**src/rtl/lsu_stage_pkg.sv**
```systemverilog
// ----------------------------------------------------------------------------
// lsu_stage_pkg
// Shared constants for the load/store unit stage:
//   - RV32 load/store funct3 size/sign codes
//   - lsu_state_t : FSM state encoding for lsu_stage
//   - is_misaligned() : combinational alignment check for a request
// ----------------------------------------------------------------------------
package lsu_stage_pkg;

   // Load funct3 codes
   localparam logic [2:0] F3_LB  = 3'b000;
   localparam logic [2:0] F3_LH  = 3'b001;
   localparam logic [2:0] F3_LW  = 3'b010;
   localparam logic [2:0] F3_LBU = 3'b100;
   localparam logic [2:0] F3_LHU = 3'b101;

   // Store funct3 codes
   localparam logic [2:0] F3_SB  = 3'b000;
   localparam logic [2:0] F3_SH  = 3'b001;
   localparam logic [2:0] F3_SW  = 3'b010;

   typedef enum logic [1:0] {
      IDLE  = 2'd0,
      LOAD  = 2'd1,
      STORE = 2'd2,
      RESP  = 2'd3
   } lsu_state_t;

   // Halfwords need addr[0]=0, words need addr[1:0]=00; bytes always align.
   function automatic logic is_misaligned(input logic [2:0] funct3,
                                          input logic [1:0] addr_lo);
      logic mis;
      case (funct3[1:0])
         2'b01:   mis = addr_lo[0];
         2'b10:   mis = (addr_lo != 2'b00);
         default: mis = 1'b0;
      endcase
      return mis;
   endfunction

endpackage

```
**src/rtl/lsu_stage.sv**
```systemverilog
// ----------------------------------------------------------------------------
// lsu_stage
// Single-outstanding load/store stage between execute and writeback.
// Accepts one request in IDLE, performs a single-cycle memory access
// (LOAD or STORE), or skips it for misaligned requests, then holds the
// response in RESP until writeback consumes it.
//
// Ports:
//   clk, rst               clock, asynchronous active-low reset
//   req_*                  execute-stage request (valid/ready handshake)
//   mem_*                  downstream byte-addressable memory interface;
//                          mem_rdata_i is combinational, already sized/extended
//   rsp_*                  writeback response (valid/ready handshake)
//   load_cnt_o/store_cnt_o completed-access counters (wrap at 2^32)
// ----------------------------------------------------------------------------
module lsu_stage
   import lsu_stage_pkg::*;
#(
   parameter int AWIDTH = 32,
   parameter int DWIDTH = 32
) (
   input  logic              clk,
   input  logic              rst,

   input  logic              req_valid_i,
   output logic              req_ready_o,
   input  logic              req_is_store_i,
   input  logic [AWIDTH-1:0] req_addr_i,
   input  logic [DWIDTH-1:0] req_wdata_i,
   input  logic [2:0]        req_funct3_i,
   input  logic [4:0]        req_rd_i,

   output logic [AWIDTH-1:0] mem_addr_o,
   output logic [DWIDTH-1:0] mem_data_o,
   output logic [2:0]        mem_funct3_o,
   output logic              mem_read_en_o,
   output logic              mem_write_en_o,
   input  logic [DWIDTH-1:0] mem_rdata_i,

   output logic              rsp_valid_o,
   output logic [DWIDTH-1:0] rsp_rdata_o,
   output logic [4:0]        rsp_rd_o,
   output logic              rsp_misaligned_o,
   output logic              rsp_is_store_o,
   input  logic              rsp_ready_i,

   output logic [31:0]       load_cnt_o,
   output logic [31:0]       store_cnt_o
);

   lsu_state_t        state, state_next;

   // Request register
   logic [AWIDTH-1:0] req_addr;
   logic [DWIDTH-1:0] req_wdata;
   logic [2:0]        req_funct3;
   logic [4:0]        req_rd;
   logic              req_is_store;
   logic              req_mis;

   logic [DWIDTH-1:0] rsp_rdata;
   logic [31:0]       load_cnt;
   logic [31:0]       store_cnt;

   logic              handshake;
   logic              mis_now;

   assign handshake = req_valid_i && (state == IDLE);
   assign mis_now   = is_misaligned(req_funct3_i, req_addr_i[1:0]);

   // State register
   always_ff @(posedge clk or negedge rst) begin
      if (!rst) begin
         state <= IDLE;
      end else begin
         state <= state_next;
      end
   end

   // Next-state logic
   always_comb begin
      state_next = state;
      case (state)
         IDLE: begin
            if (req_valid_i) begin
               if (mis_now)             state_next = RESP;
               else if (req_is_store_i) state_next = STORE;
               else                     state_next = LOAD;
            end
         end
         LOAD:    state_next = RESP;
         STORE:   state_next = RESP;
         RESP:    if (rsp_ready_i) state_next = IDLE;
         default: state_next = IDLE;
      endcase
   end

   // Request capture, load data capture and access counters
   always_ff @(posedge clk or negedge rst) begin
      if (!rst) begin
         req_addr     <= '0;
         req_wdata    <= '0;
         req_funct3   <= '0;
         req_rd       <= '0;
         req_is_store <= 1'b0;
         req_mis      <= 1'b0;
         rsp_rdata    <= '0;
         load_cnt     <= '0;
         store_cnt    <= '0;
      end else begin
         if (handshake) begin
            req_addr     <= req_addr_i;
            req_wdata    <= req_wdata_i;
            req_funct3   <= req_funct3_i;
            req_rd       <= req_rd_i;
            req_is_store <= req_is_store_i;
            req_mis      <= mis_now;
            // Stores and misaligned requests respond with zero data.
            rsp_rdata    <= '0;
         end
         // LOAD and STORE always exit after one cycle, so counting while
         // in the state is the same as counting on exit.
         if (state == LOAD) begin
            rsp_rdata <= mem_rdata_i;
            load_cnt  <= load_cnt + 32'd1;
         end
         if (state == STORE) begin
            store_cnt <= store_cnt + 32'd1;
         end
      end
   end

   assign req_ready_o      = (state == IDLE);

   assign mem_addr_o       = req_addr;
   assign mem_data_o       = req_wdata;
   assign mem_funct3_o     = req_funct3;
   assign mem_read_en_o    = (state == LOAD);
   assign mem_write_en_o   = (state == STORE);

   assign rsp_valid_o      = (state == RESP);
   assign rsp_rdata_o      = rsp_rdata;
   assign rsp_rd_o         = req_rd;
   assign rsp_misaligned_o = req_mis;
   assign rsp_is_store_o   = req_is_store;

   assign load_cnt_o       = load_cnt;
   assign store_cnt_o      = store_cnt;

endmodule

```
**config.mk**
```make
export PLATFORM = sky130hd
export DESIGN_NAME = lsu_stage
export DESIGN_NICKNAME = d
export VERILOG_FILES = /design/src/rtl/lsu_stage_pkg.sv /design/src/rtl/lsu_stage.sv
export SDC_FILE = /design/constraint.sdc
export NUM_CORES = 1
export LEC_CHECK = 0
export CAP_MARGIN = 20
export CORE_MARGIN = 10
export CORE_UTILIZATION = 43
export DETAILED_ROUTE_END_ITERATION = 10
export PLACE_DENSITY = 0.8
export REMOVE_ABC_BUFFERS = 1
export SYNTH_ARGS = -nofsm -noshare
export SYNTH_HDL_FRONTEND = slang
export SYNTH_SLANG_ARGS = --single-unit
export TNS_END_PERCENT = 10
```
**constraint.sdc**
```tcl
create_clock -name clk -period 2.35 [get_ports clk]
set_input_delay 0.47 -clock clk [delete_from_list [all_inputs] [get_ports clk]]
set_output_delay 0.47 -clock clk [all_outputs]
set_load 0.01 [all_outputs]
```
==> results.md <==
* CP max stage delay at 580 ps
* Post-synth top flop: dfrtp_1
* Worst Path Required at 1880 ps
* Clk buf depth at 2
* Vias at 5,393
* Top Family by Delay on Critical Path: buffers and inverters
* Wirelength per Cell at 19.1 µm
* Period minus WS final at 2240 ps
* Wire length of the first global-routing pass at 32.9 mm
* Critical path class: reg -> out
* CP max FO at 6
* Final setup vio count at 0
* Vias/cell at 4.98
* Core ar. at 15,900 µm²
* Largest net degree at the start of global routing at 66
* Vias in the first global route at 5,885
* Register area share after synthesis at 61.8%
* RSZ-0062 raised after global routing: false
* # diodes at 0
* Hold buffer count at cts at 0
* Die ar. at 21,700 µm²
* Routed WL at 20.7 mm
* H-tree depth at 4
* Cell Area, Synth at 6970 µm²
* Grt total ovfl at 0
* Top-Level Pins at 283
* Placed Cells at 1,052
* Horiz. Die Dim at 147 µm
* Gpl congestion at 0.794
* Initial core utilization at 43.9%
* Fin. Hold Viols at 0
* Critical Path AT at 1770 ps
* Fin util at 67.7%
* Cell row count at 46
* WP buf/inv at 2
* Maxcap violations at 0
* Final instance area at 10,800 µm²
* Fin nets at 972
* Worst skew pair latency at 420 ps
* Placed Instance Area at 10,100 µm²
* Layout cells sized above 1 at 14.7%
* Commonest non-fill, non-tap cell in the layout: clkdlybuf4s50_1
* Worst vdd ir at 0.000711 V
* LEAKAGE at 4.61 nW
* Initial drt markers at 262
* P per Cell Area at 1150 nW/µm²
* Number of CTS-inserted buffers at 17
* #FFs+latches synth at 172
* Detail Route Antenna Nets at 0
* Overall global routing resource usage at 19.1%
* WHS at 49.2 ps
* Worst-Margin Slew at 605 ps
* Synth Warn # at 0
* Crit end category: output pin
* Startpoint types: flip-flop
* CTS tree: yes
* Clk sink count at 172
* Hold Crit Class: in -> async
* Antenna violations before repair at 0
* Number of remaining DRC errors at 0
* Clock skew at 11.1 ps
* Post-synth EDFFs at 0
* Root Buffer: clkbuf_16
* Fin crit share at 95.5%
* Post-synth ARST share at 100%
* Number of cells produced by synthesis at 560
* F_max at 446 MHz
* TNS Setup at 0 ps
* Slowest CP cell: clkdlybuf4s50_1
* Synth-to-layout area growth at 54.3%
* Synthesized area per cell at 12.4 µm²
* Port Buffers at 282
* Max transition margin at 59.6%
* Most frequent cells in the layout: clkdlybuf4s50_1 (280), dfrtp_1 (172), nand2_1 (88), mux2_2 (74), xnor2_1 (47)
* Die height at 147 µm
* Status: finished, final reports clean
* Crit path cell chain: inv_1 > ha_2 > clkdlybuf4s50_1
* Clock transition at path regs at 70 ps
* Setup bufs post-CTS at 0
* Netlist cell types at 30
* Non-filler cells, final at 1,084
* Final HPWL DP at 16.4 mm
* Max-slew violations at 0
* Number of detailed-route iterations in the first pass at 4
-- cell type report --
class	count	area [µm²]
Fill cell	1191	5130
Sequential cell	172	4300
Timing Repair Buffer	297	2990
Multi-Input combinational cell	356	2550
Clock buffer	24	492
Tap cell	216	270
Clock inverter	8	108
Inverter	11	41.3
-- worst register-to-register path: stages (launching register included) --
cell,delay [ps]
dfrtp_1,430
inv_1,110
ha_2,260
nand4_2,170
or3_1,480
nor4_1,370
xor2_1,200
-- flip-flops by register name, summed over array words and instances, names as in the netlist --
name and count:
load_cnt_o 32, mem_addr_o 32, mem_data_o 32, mem_funct3_o 3, rsp_is_store_o 1, rsp_misaligned_o 1, rsp_rd_o 5, rsp_rdata_o 32
state 2, store_cnt_o 32
-- path summary, 6_finish.rpt --
path | start | end | slack (ps) | cells past startpoint
setup / recovery | state[0] | mem_write_en_o | 110 | 3
max in group asynchronous | rst | mem_addr_o[16] | 1590 | 2
hold / removal | rst | load_cnt_o[27] | 50 | 1
min in group clk | store_cnt_o[31] | store_cnt_o[31] | 480 | 1
hold reg to reg | store_cnt_o[31] | store_cnt_o[31] | 480 | 1
setup reg to reg | state[1] | load_cnt_o[28] | 250 | 6
-- synthesized netlist by cell type (3+ instances only) --
cell type / count / area [µm²]
and3_1: 10 / 62.6
and4_1: 5 / 43.8
clkbuf_1: 17 / 63.8
dfrtp_1: 172 / 4300
ha_1: 8 / 100
inv_1: 11 / 41.3
mux2_2: 74 / 833
nand2_1: 89 / 334
nand3_1: 23 / 115
nand4_1: 20 / 125
nor2_1: 7 / 26.3
nor4_1: 4 / 25.0
nor4_2: 3 / 37.5
o21ai_0: 37 / 185
xnor2_1: 47 / 412
xor2_1: 15 / 131
-- stage by stage --
| step | setup slack [ps] | power [W] |
|---|---|---|
| 2_1_floorplan | -1010 | 0.00660 |
| 5_1_grt | 20.7 | 0.0130 |
| 4_1_cts | 27.3 | 0.0125 |
| 6_report | 105 | 0.0123 |
| 3_3_place_gp | 360 | 0.00939 |
| 3_5_place_dp | 251 | 0.00960 |
-- where the power goes --
part	internal [W]	total (W)	switching [W]
logic	0.00279	0.00487	0.00208
clock network	0.00169	0.00283	0.00114
registers	0.00398	0.00461	0.000632
total	0.00846	0.0123	0.00386
-- kinds of logic after synthesis --
kind of cell             count (synthesis)  share of synthesized area (%)
adder cells (fa/ha/maj)                  8                           1.44
AO/OA/AOI/OAI                           40                           2.93
XOR/XNOR                                62                           7.79
flip-flops                             172                           61.8
AND/OR/NAND/NOR                        172                           12.3
multiplexers                            74                           12.0
buffers and inverters                   32                           1.80
-- timing repair --
item / in CTS / in global routing
hold endpoints to repair: 0 / 0
gates resized for setup: 1 / 2
endpoints found under the setup margin: 1 / 2
-- metal layers --
layer	global-route usage (%)	share of wire [%]
met1	21.3	40
met2	32.0	50
met3	9.06	9.3
met4	5.10	1.5
met5	0	0
(Power assumes the default switching activity.)
